===== src/rtl/pipe_writeback_ctrl_pkg.sv =====
// Shared types and constants for the writeback sequencer: result-source codes,
// load-tracker state encoding and the load-detect helper.
package pipe_writeback_ctrl_pkg;

    localparam int XLEN = 32;

    typedef enum logic [1:0] {
        SRC_PCIMM = 2'd0,
        SRC_PC4   = 2'd1,
        SRC_LOAD  = 2'd2,
        SRC_ALU   = 2'd3
    } resultSrcE;

    typedef enum logic [1:0] {
        LD_IDLE   = 2'd0,
        LD_WAIT   = 2'd1,
        LD_COMMIT = 2'd2
    } ldStateE;

    function automatic logic isLoadInstr(input logic valid, input logic [1:0] resultSrc);
        return valid && (resultSrc == 2'(SRC_LOAD));
    endfunction

endpackage


===== src/rtl/pipe_writeback_ctrl_if.sv =====
// Bundle of W-stage, data-memory, debug and register-file signals around the
// writeback sequencer. The slave side is the sequencer itself.
interface pipe_writeback_ctrl_if;
    import pipe_writeback_ctrl_pkg::*;

    logic            i_wb_valid;
    logic            i_wb_regwrite;
    logic [4:0]      i_wb_rd;
    logic [1:0]      i_wb_resultsrc;
    logic [XLEN-1:0] i_dp_resultW;
    logic            i_dmem_rvalid;
    logic [XLEN-1:0] i_dmem_rdata;
    logic            i_dbg_wr_req;
    logic [4:0]      i_dbg_rd;
    logic [XLEN-1:0] i_dbg_wdata;

    logic [1:0]      o_resultsrc;
    logic [XLEN-1:0] o_load_data;
    logic            o_rf_we;
    logic [4:0]      o_rf_rd;
    logic [XLEN-1:0] o_rf_wdata;
    logic            o_stall;
    logic            o_dbg_wr_ack;
    logic            o_ld_timeout;

    modport master (
        output i_wb_valid, i_wb_regwrite, i_wb_rd, i_wb_resultsrc, i_dp_resultW,
        output i_dmem_rvalid, i_dmem_rdata, i_dbg_wr_req, i_dbg_rd, i_dbg_wdata,
        input  o_resultsrc, o_load_data, o_rf_we, o_rf_rd, o_rf_wdata,
        input  o_stall, o_dbg_wr_ack, o_ld_timeout
    );

    modport slave (
        input  i_wb_valid, i_wb_regwrite, i_wb_rd, i_wb_resultsrc, i_dp_resultW,
        input  i_dmem_rvalid, i_dmem_rdata, i_dbg_wr_req, i_dbg_rd, i_dbg_wdata,
        output o_resultsrc, o_load_data, o_rf_we, o_rf_rd, o_rf_wdata,
        output o_stall, o_dbg_wr_ack, o_ld_timeout
    );

endinterface


===== src/rtl/pipe_writeback_ctrl_ld_tracker.sv =====
// Load tracker: waits for variable-latency load data, abandons the load after
// TIMEOUT_CYCLES wait cycles, and holds the captured word for the commit write.
module pipe_wb_ld_tracker
    import pipe_writeback_ctrl_pkg::*;
#(
    parameter int TIMEOUT_CYCLES = 255
) (
    input  logic            clk,
    input  logic            rstn,
    input  logic            isLoad,
    input  logic            rvalid,
    input  logic [XLEN-1:0] rdata,
    output ldStateE         ldState,
    output logic            ldStall,
    output logic            ldTimeout,
    output logic            inCommit,
    output logic [XLEN-1:0] loadData
);

    localparam int CNT_W = 16;
    localparam logic [CNT_W-1:0] TO_LAST = CNT_W'(TIMEOUT_CYCLES - 1);

    ldStateE          stateQ, stateD;
    logic [CNT_W-1:0] toCntQ, toCntD;
    logic [XLEN-1:0]  bufQ, bufD;

    always_ff @(posedge clk or negedge rstn) begin
        if (!rstn) begin
            stateQ <= LD_IDLE;
            toCntQ <= '0;
            bufQ   <= '0;
        end else begin
            stateQ <= stateD;
            toCntQ <= toCntD;
            bufQ   <= bufD;
        end
    end

    always_comb begin
        stateD    = stateQ;
        toCntD    = toCntQ;
        bufD      = bufQ;
        ldStall   = 1'b0;
        ldTimeout = 1'b0;
        case (stateQ)
            LD_IDLE: begin
                if (isLoad) begin
                    ldStall = 1'b1;
                    toCntD  = '0;
                    if (rvalid) begin
                        bufD   = rdata;
                        stateD = LD_COMMIT;
                    end else begin
                        stateD = LD_WAIT;
                    end
                end
            end
            LD_WAIT: begin
                ldStall = 1'b1;
                // Data arriving in the final wait cycle still beats the timeout.
                if (rvalid) begin
                    bufD   = rdata;
                    toCntD = '0;
                    stateD = LD_COMMIT;
                end else if (toCntQ == TO_LAST) begin
                    bufD      = '0;
                    toCntD    = '0;
                    ldTimeout = 1'b1;
                    stateD    = LD_COMMIT;
                end else begin
                    toCntD = toCntQ + 1'b1;
                end
            end
            LD_COMMIT: begin
                stateD = LD_IDLE;
            end
            default: begin
                stateD = LD_IDLE;
            end
        endcase
    end

    assign ldState  = stateQ;
    assign inCommit = (stateQ == LD_COMMIT);
    assign loadData = bufQ;

endmodule


===== src/rtl/pipe_writeback_ctrl.sv =====
// Register-file write-port sequencer: load stall/commit via the load tracker,
// debug-write arbitration with a bounded wait, and the write-port mux.
module pipe_writeback_ctrl
    import pipe_writeback_ctrl_pkg::*;
#(
    parameter int TIMEOUT_CYCLES = 255,
    parameter int DBG_MAX_WAIT   = 4
) (
    input logic                  i_clk,
    input logic                  i_rstn,
    pipe_writeback_ctrl_if.slave bus
);

    localparam logic [7:0] DBG_LIMIT = 8'(DBG_MAX_WAIT);

    ldStateE         ldState;
    logic            ldStall;
    logic            ldTimeout;
    logic            inCommit;
    logic [XLEN-1:0] loadData;

    logic            isLoad;
    logic            idle;
    logic            pipeWrite;
    logic            dbgOpen;
    logic            forceGrant;
    logic            grant;
    logic [7:0]      waitQ;

    logic [1:0]      resultSrc;
    logic            rfWe;
    logic [4:0]      rfRd;
    logic [XLEN-1:0] rfWdata;
    logic            stall;

    assign isLoad = isLoadInstr(bus.i_wb_valid, bus.i_wb_resultsrc);

    pipe_wb_ld_tracker #(
        .TIMEOUT_CYCLES(TIMEOUT_CYCLES)
    ) u_ldTracker (
        .clk      (i_clk),
        .rstn     (i_rstn),
        .isLoad   (isLoad),
        .rvalid   (bus.i_dmem_rvalid),
        .rdata    (bus.i_dmem_rdata),
        .ldState  (ldState),
        .ldStall  (ldStall),
        .ldTimeout(ldTimeout),
        .inCommit (inCommit),
        .loadData (loadData)
    );

    // Debug only competes for the port in IDLE with no load in W; the pipeline
    // wins unless the request has already waited DBG_MAX_WAIT cycles.
    always_comb begin
        idle       = (ldState == LD_IDLE);
        pipeWrite  = idle && !isLoad && bus.i_wb_valid && bus.i_wb_regwrite
                     && (bus.i_wb_rd != 5'd0);
        dbgOpen    = idle && !isLoad && bus.i_dbg_wr_req;
        forceGrant = dbgOpen && (waitQ == DBG_LIMIT);
        grant      = dbgOpen && (!pipeWrite || forceGrant);
    end

    always_ff @(posedge i_clk or negedge i_rstn) begin
        if (!i_rstn) begin
            waitQ <= '0;
        end else if (grant) begin
            waitQ <= '0;
        end else if (bus.i_dbg_wr_req && (waitQ < DBG_LIMIT)) begin
            waitQ <= waitQ + 1'b1;
        end
    end

    always_comb begin
        resultSrc = bus.i_wb_resultsrc;
        rfWe      = 1'b0;
        rfRd      = bus.i_wb_rd;
        rfWdata   = bus.i_dp_resultW;
        stall     = ldStall;
        if (inCommit) begin
            resultSrc = 2'(SRC_LOAD);
            rfWe      = bus.i_wb_regwrite && (bus.i_wb_rd != 5'd0);
            rfWdata   = loadData;
        end else if (!idle) begin
            resultSrc = 2'(SRC_LOAD);
        end else if (grant) begin
            rfWe    = (bus.i_dbg_rd != 5'd0);
            rfRd    = bus.i_dbg_rd;
            rfWdata = bus.i_dbg_wdata;
            stall   = forceGrant;
        end else begin
            rfWe = pipeWrite;
        end
    end

    // Every output, registered or not, is forced low while reset is held.
    assign bus.o_resultsrc  = i_rstn ? resultSrc : 2'd0;
    assign bus.o_load_data  = i_rstn ? loadData  : '0;
    assign bus.o_rf_we      = i_rstn && rfWe;
    assign bus.o_rf_rd      = i_rstn ? rfRd      : 5'd0;
    assign bus.o_rf_wdata   = i_rstn ? rfWdata   : '0;
    assign bus.o_stall      = i_rstn && stall;
    assign bus.o_dbg_wr_ack = i_rstn && grant;
    assign bus.o_ld_timeout = i_rstn && ldTimeout;

endmodule


===== src/flat_wrapper.sv =====
// flat-port wrapper written by rule: the top's interface ports become plain ports
module pipe_writeback_ctrl_flat import pipe_writeback_ctrl_pkg::*;
#(
    parameter int TIMEOUT_CYCLES = 255,
    parameter int DBG_MAX_WAIT   = 4
)
  (i_clk, i_rstn, bus_i_wb_valid, bus_i_wb_regwrite, bus_i_wb_rd, bus_i_wb_resultsrc, bus_i_dp_resultW, bus_i_dmem_rvalid, bus_i_dmem_rdata, bus_i_dbg_wr_req, bus_i_dbg_rd, bus_i_dbg_wdata, bus_o_resultsrc, bus_o_load_data, bus_o_rf_we, bus_o_rf_rd, bus_o_rf_wdata, bus_o_stall, bus_o_dbg_wr_ack, bus_o_ld_timeout);
  pipe_writeback_ctrl_if bus_i ();
  input logic i_clk;
  input logic i_rstn;
  input wire logic [$bits(bus_i.i_wb_valid)-1:0] bus_i_wb_valid;
  input wire logic [$bits(bus_i.i_wb_regwrite)-1:0] bus_i_wb_regwrite;
  input wire logic [$bits(bus_i.i_wb_rd)-1:0] bus_i_wb_rd;
  input wire logic [$bits(bus_i.i_wb_resultsrc)-1:0] bus_i_wb_resultsrc;
  input wire logic [$bits(bus_i.i_dp_resultW)-1:0] bus_i_dp_resultW;
  input wire logic [$bits(bus_i.i_dmem_rvalid)-1:0] bus_i_dmem_rvalid;
  input wire logic [$bits(bus_i.i_dmem_rdata)-1:0] bus_i_dmem_rdata;
  input wire logic [$bits(bus_i.i_dbg_wr_req)-1:0] bus_i_dbg_wr_req;
  input wire logic [$bits(bus_i.i_dbg_rd)-1:0] bus_i_dbg_rd;
  input wire logic [$bits(bus_i.i_dbg_wdata)-1:0] bus_i_dbg_wdata;
  output wire logic [$bits(bus_i.o_resultsrc)-1:0] bus_o_resultsrc;
  output wire logic [$bits(bus_i.o_load_data)-1:0] bus_o_load_data;
  output wire logic [$bits(bus_i.o_rf_we)-1:0] bus_o_rf_we;
  output wire logic [$bits(bus_i.o_rf_rd)-1:0] bus_o_rf_rd;
  output wire logic [$bits(bus_i.o_rf_wdata)-1:0] bus_o_rf_wdata;
  output wire logic [$bits(bus_i.o_stall)-1:0] bus_o_stall;
  output wire logic [$bits(bus_i.o_dbg_wr_ack)-1:0] bus_o_dbg_wr_ack;
  output wire logic [$bits(bus_i.o_ld_timeout)-1:0] bus_o_ld_timeout;
  assign bus_i.i_wb_valid = bus_i_wb_valid;
  assign bus_i.i_wb_regwrite = bus_i_wb_regwrite;
  assign bus_i.i_wb_rd = bus_i_wb_rd;
  assign bus_i.i_wb_resultsrc = bus_i_wb_resultsrc;
  assign bus_i.i_dp_resultW = bus_i_dp_resultW;
  assign bus_i.i_dmem_rvalid = bus_i_dmem_rvalid;
  assign bus_i.i_dmem_rdata = bus_i_dmem_rdata;
  assign bus_i.i_dbg_wr_req = bus_i_dbg_wr_req;
  assign bus_i.i_dbg_rd = bus_i_dbg_rd;
  assign bus_i.i_dbg_wdata = bus_i_dbg_wdata;
  assign bus_o_resultsrc = bus_i.o_resultsrc;
  assign bus_o_load_data = bus_i.o_load_data;
  assign bus_o_rf_we = bus_i.o_rf_we;
  assign bus_o_rf_rd = bus_i.o_rf_rd;
  assign bus_o_rf_wdata = bus_i.o_rf_wdata;
  assign bus_o_stall = bus_i.o_stall;
  assign bus_o_dbg_wr_ack = bus_i.o_dbg_wr_ack;
  assign bus_o_ld_timeout = bus_i.o_ld_timeout;
  pipe_writeback_ctrl #(.TIMEOUT_CYCLES(TIMEOUT_CYCLES), .DBG_MAX_WAIT(DBG_MAX_WAIT)) u_core (.i_clk(i_clk), .i_rstn(i_rstn), .bus(bus_i));
endmodule

===== config.mk =====
export PLATFORM = sky130hd
export DESIGN_NAME = pipe_writeback_ctrl_flat
export DESIGN_NICKNAME = d
export VERILOG_FILES = /design/src/rtl/pipe_writeback_ctrl_pkg.sv /design/src/rtl/pipe_writeback_ctrl_if.sv /design/src/rtl/pipe_writeback_ctrl_ld_tracker.sv /design/src/rtl/pipe_writeback_ctrl.sv /design/src/flat_wrapper.sv
export SDC_FILE = /design/constraint.sdc
export NUM_CORES = 1
export LEC_CHECK = 0
export ABC_CLOCK_PERIOD_IN_PS = 2450
export CAP_MARGIN = 20
export CORE_MARGIN = 1
export CORE_UTILIZATION = 40
export DETAILED_ROUTE_END_ITERATION = 6
export DONT_BUFFER_PORTS = 1
export GPL_TIMING_DRIVEN = 0
export PLACE_DENSITY_LB_ADDON = 0.12
export SYNTH_ARGS = -nofsm -noshare
export SYNTH_HDL_FRONTEND = slang
export SYNTH_SLANG_ARGS = --single-unit

===== constraint.sdc =====
create_clock -name i_clk -period 2.45 [get_ports i_clk]
set_input_delay 0.3675 -clock i_clk [delete_from_list [all_inputs] [get_ports i_clk]]
set_output_delay 0.3675 -clock i_clk [all_outputs]
set_load 0.005 [all_outputs]

==> key figures, run 1 <==
Run status
  – Outcome: complete, but fails checks
  – Violations in the final reports: negative setup slack

STA
  – Worst-Margin Slew: 0.912 ns
  – Tcrit/Tclk final: 1.08
  – Unrepaired setup endpoints after global routing: yes
  – Final setup TNS: -5.93 ns
  – Setup Viol. Count Final: 38
  – PnR worst setup slack: -0.195 ns
  – Worst rel slew slack: 0.388
  – Final Hold Viols: 0
  – Fin crit period: 2.65 ns
  – Fmax: 378 MHz
  – Slew Viols, Final: 0
  – Skew final: 0.0113 ns

Cells and area
  – Fill cells: 971
  – Final #Nets: 585
  – Share of post-route cells with drive strength above 1: 0.294
  – Inserted Diodes: 0
  – Area Growth Syn to Fin: 19.7%

Place
  – Port Buf Inserts: 0
  – RD Place Congestion: 0.823
  – Detailed Place HPWL: 9670 um

Synthesis
  – Largest area contributor in the netlist: dfrtp_1
  – Most used standard cell by instance count after synthesis: dfrtp_1
  – Post-synth ARST share: 1.00
  – Synth Flop Type: dfrtp_1
  – Post-synthesis sequential area ratio: 0.364
  – Syn nets: 560
  – Yosys reg bits: 58
  – Syn Area/Cell: 9.03 um2
  – Netlist cell types: 60
  – Mapped Cells: 442
  – Most frequent cells after synthesis: 58 x dfrtp_1, 42 x inv_1, 41 x nor2_1
  – Yosys warnings: 0
  – Mapped Area: 0.00399 mm2
  – Post-synth EDFFs: 0
  – Top cells by area, synth: dfrtp_1 36%, o221a_2 9.0%, o21ai_2 7.0%
  – Post-synth top area share: 0.364

Floorplan
  – Die W: 102 um
  – Core ar.: 0.00973 mm2
  – I/O pin cnt: 189
  – Initial core utilization: 0.410
  – Die area: 0.0104 mm2
  – Die Y-Extent: 102 um
  – Cell row count: 36

Routing
  – WL met3: 950 um
  – Initial DRC count: 167
  – Metal2 WL: 6850 um
  – Final wirelength: 13,500 um
  – Met1 Routed Length: 5590 um
  – DRT antenna net count: 0
  – TritonRoute pass-1 iters: 4
  – Highest metal used: met4
  – Avg WL per Cell: 22.4 um
  – Vias/cell: 6.07
  – DR vias: 3,674
  – Drt drc: 0

Clock network
  – CTS Buf Count: 9
  – Worst-path clk slew: 0.06 ns
  – CTS Root Cell: clkbuf_8
  – Clk sinks: 58
  – CTS tree: built
  – CTS Buffer Depth: 2
  – H-Tree Depth: 3
  – Clk_lat worst skew: 0.34 ns

Power and ir drop
  – Design Power: 3.07 mW
  – Peak supply drop: 0.297 mV
  – Power per Cell Area: 642 mW/mm2
  – Leak: 2.04 nW

Worst setup path
  – Reg2Reg Setup Slack: 0.09 ns
  – Reg-to-reg startpoint: u_core.u_ldTracker.toCntQ[12]
  – Worst Setup Start Kind: input pin
  – CP Capture Type: primary output
  – Crit Reg-Reg Endpoint: u_core.u_ldTracker.loadData[7]
  – Beginning of the critical path: bus_i_wb_rd[4]
  – Crit path to: bus_o_rf_wdata[20]
  – Worst path max stage delay: 0.64 ns
  – WP data required: 2.08 ns
  – Critical Path, Cell by Cell: or4_1 -> o21ai_1 -> o21bai_4 -> buf_6 -> o221a_2
  – Critical path arrival: 2.28 ns
  – Cells on worst reg2reg path: 6
  – Worst path top cell family by delay: compound AO/OA/AOI/OAI gates
  – Slowest CP cell: o21ai_1
  – WP depth: 5
  – WS Path Type: in2out
  – Buf/Inv on CP: 1
  – Crit path max fanout: 5

GRT
  – Total track usage: 0.246
  – GR Overflow Total: 0
  – Largest net degree at the start of global routing: 59
  – Vias in the first global route: 3,436
  – First-pass GRT wire length: 19,300 um
  – Initial antenna violation count: 0

Min path
  – Hold crit path type: in2reg

Job
  – Max-cap violations: 0
[repair_timing]
item                       in CTS  in global routing
hold buffers                    2                  0
setup endpoints to repair      79                 46
cloned                          0                  3
buffers inserted                5                  6
pin swaps                       3                  5
hold endpoints to repair       58                  0
gates resized for setup        34                 23
[cell type report]
type                    instances  area (um2)  area share
plain buffers                  36         265      0.0555
clock buffers                  12         155      0.0325
clock inverters                 4        50.0      0.0105
inverters                      43         161      0.0338
multi-input cells             305        2380       0.499
flip-flops and latches         58        1450       0.304
well taps                     133         166      0.0348
repair buffers                 14         146      0.0306
[routing by layer]
| layer | track usage | vias to the layer above |
|---|---|---|
| li1 | - | 1710 |
| met1 | 0.314 | 1796 |
| met2 | 0.408 | 157 |
| met3 | 0.0636 | 11 |
| met4 | 0.0802 | 0 |
| met5 | 0 | - |
[worst min path at each step]
| stage | end | start | cells after the start | slack [ns] |
|---|---|---|---|---|
| final | u_core.u_ldTracker.ldState[0] | bus_i_dmem_rvalid | 1 | 0.13 |
| after global routing | u_core.u_ldTracker.ldState[0] | bus_i_dmem_rvalid | 1 | 0.12 |
| after global placement | u_core.u_ldTracker.toCntQ[13] | i_rstn | 0 | 0.08 |
| after floorplan | u_core.u_ldTracker.ldState[0] | i_rstn | 0 | 0.07 |
| after CTS | u_core.u_ldTracker.ldState[0] | bus_i_dmem_rvalid | 1 | 0.11 |
| after detailed placement | u_core.u_ldTracker.toCntQ[13] | i_rstn | 0 | 0.08 |
[cells in the final DEF, fill, tap and decap left out, types with 3 or more instances in the layout]
master	netlist	layout
dfrtp_1	58	58
inv_1	42	42
nor2_1	41	40
a31oi_1	37	37
a22oi_1	32	32
o21ai_2	32	32
nand2_1	23	23
o221a_2	32	21
buf_6	6	14
clkbuf_1	15	14
o221a_4	0	11
clkbuf_8	0	11
and2_1	10	10
buf_4	2	9
nand3_1	8	8
mux2i_1	8	5
buf_1	4	4
or4_1	5	4
buf_8	0	4
nor3_2	3	4
and4_1	4	4
nand4_1	4	4
nor2_2	4	4
ha_1	4	4
and3_1	3	3
nor3_1	5	3
a21oi_1	3	3
xnor2_1	3	3
o21ai_0	3	3
o22ai_1	3	3
[power by group]
group | leakage [nW] | internal (mW) | switching, mW | total [mW]
Combinational | 1.26 | 0.402 | 0.571 | 0.973
Sequential | 0.682 | 1.09 | 0.0791 | 1.17
Clock | 0.0986 | 0.524 | 0.401 | 0.925
Total | 2.04 | 2.02 | 1.05 | 3.07
[registers in the layout, summed over array words and instances, names as in the netlist]
register,count
u_core.u_ldTracker.toCntQ,16
u_core.u_ldTracker.loadData,32
u_core.u_ldTracker.ldState,2
u_core.waitQ,8
[cell families after synthesis]
kind of cell	count (synthesis)	share of synthesized area
AO/OA/AOI/OAI	163	0.336
AND/OR/NAND/NOR	123	0.161
buffers and inverters	80	0.0928
flip-flops	58	0.364
multiplexers	9	0.0229
XOR/XNOR	5	0.0110
adder cells (fa/ha/maj)	4	0.0125
[through the flow]
step	cell area (um2)	setup slack [ns]	instances	hold WS, ns	utilization
2_1_floorplan	3990	0.142	442	0.0719	-
3_3_place_gp	4160	-0.270	575	0.0756	0.427
3_5_place_dp	4160	-0.278	575	0.0756	0.427
4_1_cts	4610	-0.257	598	0.114	0.474
5_1_grt	4780	-0.242	605	0.121	0.491
6_report	4780	-0.195	605	0.134	0.491
No activity file was read; power rests on OpenSTA's default activity.
==> inputs of run 2 (changes only) <==
--- a/config.mk
+++ b/config.mk
@@ -15,2 +15,3 @@
 export PLACE_DENSITY_LB_ADDON = 0.12
+export RECOVER_POWER = 100
 export SYNTH_ARGS = -nofsm -noshare
--- a/constraint.sdc
+++ b/constraint.sdc
@@ -3,2 +3,2 @@
 set_output_delay 0.3675 -clock i_clk [all_outputs]
-set_load 0.005 [all_outputs]
+set_load 0.1 [all_outputs]
==> run 2 against run 1 <==
First-iteration DRC count rose by 7.2%. Highest routed layer unchanged. Core utilization is 4.4 points higher. Global-route usage is 0.21 points higher. The run ends with max-capacitance violations, max-slew violations, negative setup slack left.
==> key figures, run 2 (synthesized netlist as in run 1, its figures left out) <==
Place
  – RD Place Congestion: 0.788
  – Detailed Place HPWL: 9370 um
  – Port Buf Inserts: 0
  – DP Area: 0.00441 mm2
  – Inst Count DP: 576

Floorplan
  – Die area: 0.0104 mm2
  – I/O pin cnt: 189
  – Die W: 102 um
  – Cell row count: 36
  – Core ar.: 0.00973 mm2
  – Initial core utilization: 0.410
  – Die Y-Extent: 102 um

Power and ir drop
  – Power per Cell Area: 841 mW/mm2
  – Design Power: 4.38 mW
  – Leak: 2.15 nW
  – Peak supply drop: 0.430 mV

Cells and area
  – Share of post-route cells with drive strength above 1: 0.394
  – Commonest non-fill, non-tap cell in the layout: dfrtp_1
  – Area of the multi-input gates: 0.00278 mm2
  – Non-Filler Instances: 605
  – Most frequent cells in the layout: 56 x dfrtp_1, 42 x inv_1, 36 x a31oi_1, 33 x o21ai_2
  – Area Growth Syn to Fin: 30.4%
  – Register area: 0.00145 mm2
  – Final #Nets: 585
  – Largest register FFs: 32
  – Final instance area: 0.00520 mm2
  – Fill cells: 900
  – Inserted Diodes: 0

Worst setup path
  – Reg-to-reg startpoint: u_core.u_ldTracker.toCntQ[12]
  – Worst path max stage delay: 0.56 ns
  – Crit path to: bus_o_rf_wdata[3]
  – Crit Reg-Reg Endpoint: u_core.u_ldTracker.loadData[30]
  – Reg2Reg Setup Slack: 0 ns
  – Worst Setup Start Kind: flip-flop
  – Critical Path, Cell by Cell: or4_4 -> o31ai_4 -> o311a_4 -> clkbuf_16 -> o221a_4
  – CP Capture Type: primary output
  – Crit path max fanout: 7
  – WP depth: 5
  – WS Path Type: reg2out
  – Critical path arrival: 2.54 ns
  – Worst path top cell family by delay: compound AO/OA/AOI/OAI gates
  – Buf/Inv on CP: 1
  – Beginning of the critical path: u_core.waitQ[3]
  – Slowest CP cell: or4_4
  – WP data required: 2.08 ns
  – Cells on worst reg2reg path: 6

STA
  – Worst rel slew slack: -0.00159
  – Setup Viol. Count Final: 43
  – Final Hold Viols: 0
  – Tcrit/Tclk final: 1.19
  – Worst-Margin Slew: 1.50 ns
  – Fin crit period: 2.91 ns
  – Unrepaired setup endpoints after global routing: yes
  – Fmax: 343 MHz
  – Slew Viols, Final: 58
  – Skew final: 0.00986 ns
  – PnR worst setup slack: -0.462 ns
  – Hold Slack: 0.123 ns

Clock network
  – Clk sinks: 58
  – Worst-path clk slew: 0.07 ns
  – CTS tree: built
  – H-Tree Depth: 3
  – CTS Buffer Depth: 2
  – Clk_lat worst skew: 0.34 ns
  – CTS Buf Count: 9
  – CTS Root Cell: clkbuf_8

Routing
  – TritonRoute pass-1 iters: 4
  – DR vias: 3,766
  – DRT antenna net count: 0
  – Final wirelength: 13,200 um
  – Vias/cell: 6.22
  – Drt drc: 0
  – Initial DRC count: 179
  – Avg WL per Cell: 21.8 um

GRT
  – First-pass GRT wire length: 19,700 um
  – Initial antenna violation count: 0
  – GR Overflow Total: 0
  – Vias in the first global route: 3,593
  – Largest net degree at the start of global routing: 59
  – Total track usage: 0.248

Min path
  – Hold crit path type: in2reg

Run status
  – Violations in the final reports: max-capacitance violations, max-slew violations, negative setup slack
  – Outcome: complete, but fails checks

Job
  – Max-cap violations: 1
run 2: layout make-up:
| cell class | instances | area share |
|---|---|---|
| Timing Repair Buffer | 17 | 0.0325 |
| Clock inverter | 5 | 0.0149 |
| Inverter | 43 | 0.0310 |
| Clock buffer | 11 | 0.0272 |
| Buffer | 34 | 0.0500 |
| Tap cell | 133 | 0.0320 |
| Sequential cell | 58 | 0.279 |
| Multi-Input combinational cell | 304 | 0.533 |
run 2: timing repair:
item,4_1_cts,5_1_grt
gates cloned,1,1
endpoints found under the hold margin,58,0
pin swaps,41,8
setup endpoints to repair,42,95
resized for setup,57,24
buffers inserted,10,2
hold buffers,2,0
run 2: stage by stage:
stage / TNS [ns] / setup WS [ns] / utilization
floorplan: -4.30 / -0.109 / -
global placement: -15.05 / -0.420 / 0.449
detailed placement: -12.74 / -0.430 / 0.454
CTS: -16.98 / -0.473 / 0.528
global route: -22.60 / -0.523 / 0.535
finish: -16.96 / -0.462 / 0.535
run 2: power breakdown:
group,internal (mW),switching (mW),leakage [nW]
logic,0.492,1.71,1.36
registers,1.09,0.0761,0.679
clock network,0.598,0.412,0.109
run 2: worst reg2reg max path: stages (launching register included):
cell,delay [ns]
dfrtp_1,0.43
or4_1,0.61
or4_4,0.49
clkbuf_2,0.21
a21oi_4,0.29
buf_6,0.23
o21ai_2,0.07
run 2: layer usage:
metal | track usage | routed length, um
met5 | 0 | 0
met4 | 0.0736 | 197
met3 | 0.0602 | 1090
met2 | 0.391 | 6200
met1 | 0.339 | 5720
run 2: how the worst min path moves through the flow:
stage / from / to / slack, ns / depth (start not counted)
floorplan: i_rstn / u_core.u_ldTracker.ldState[0] / 0.07 / 0
global placement: i_rstn / u_core.u_ldTracker.toCntQ[1] / 0.08 / 0
detailed placement: i_rstn / u_core.u_ldTracker.toCntQ[1] / 0.08 / 0
CTS: bus_i_dmem_rvalid / u_core.u_ldTracker.ldState[0] / 0.11 / 1
global route: bus_i_dmem_rvalid / u_core.u_ldTracker.ldState[0] / 0.12 / 1
finish: bus_i_dmem_rvalid / u_core.u_ldTracker.ldState[0] / 0.12 / 1
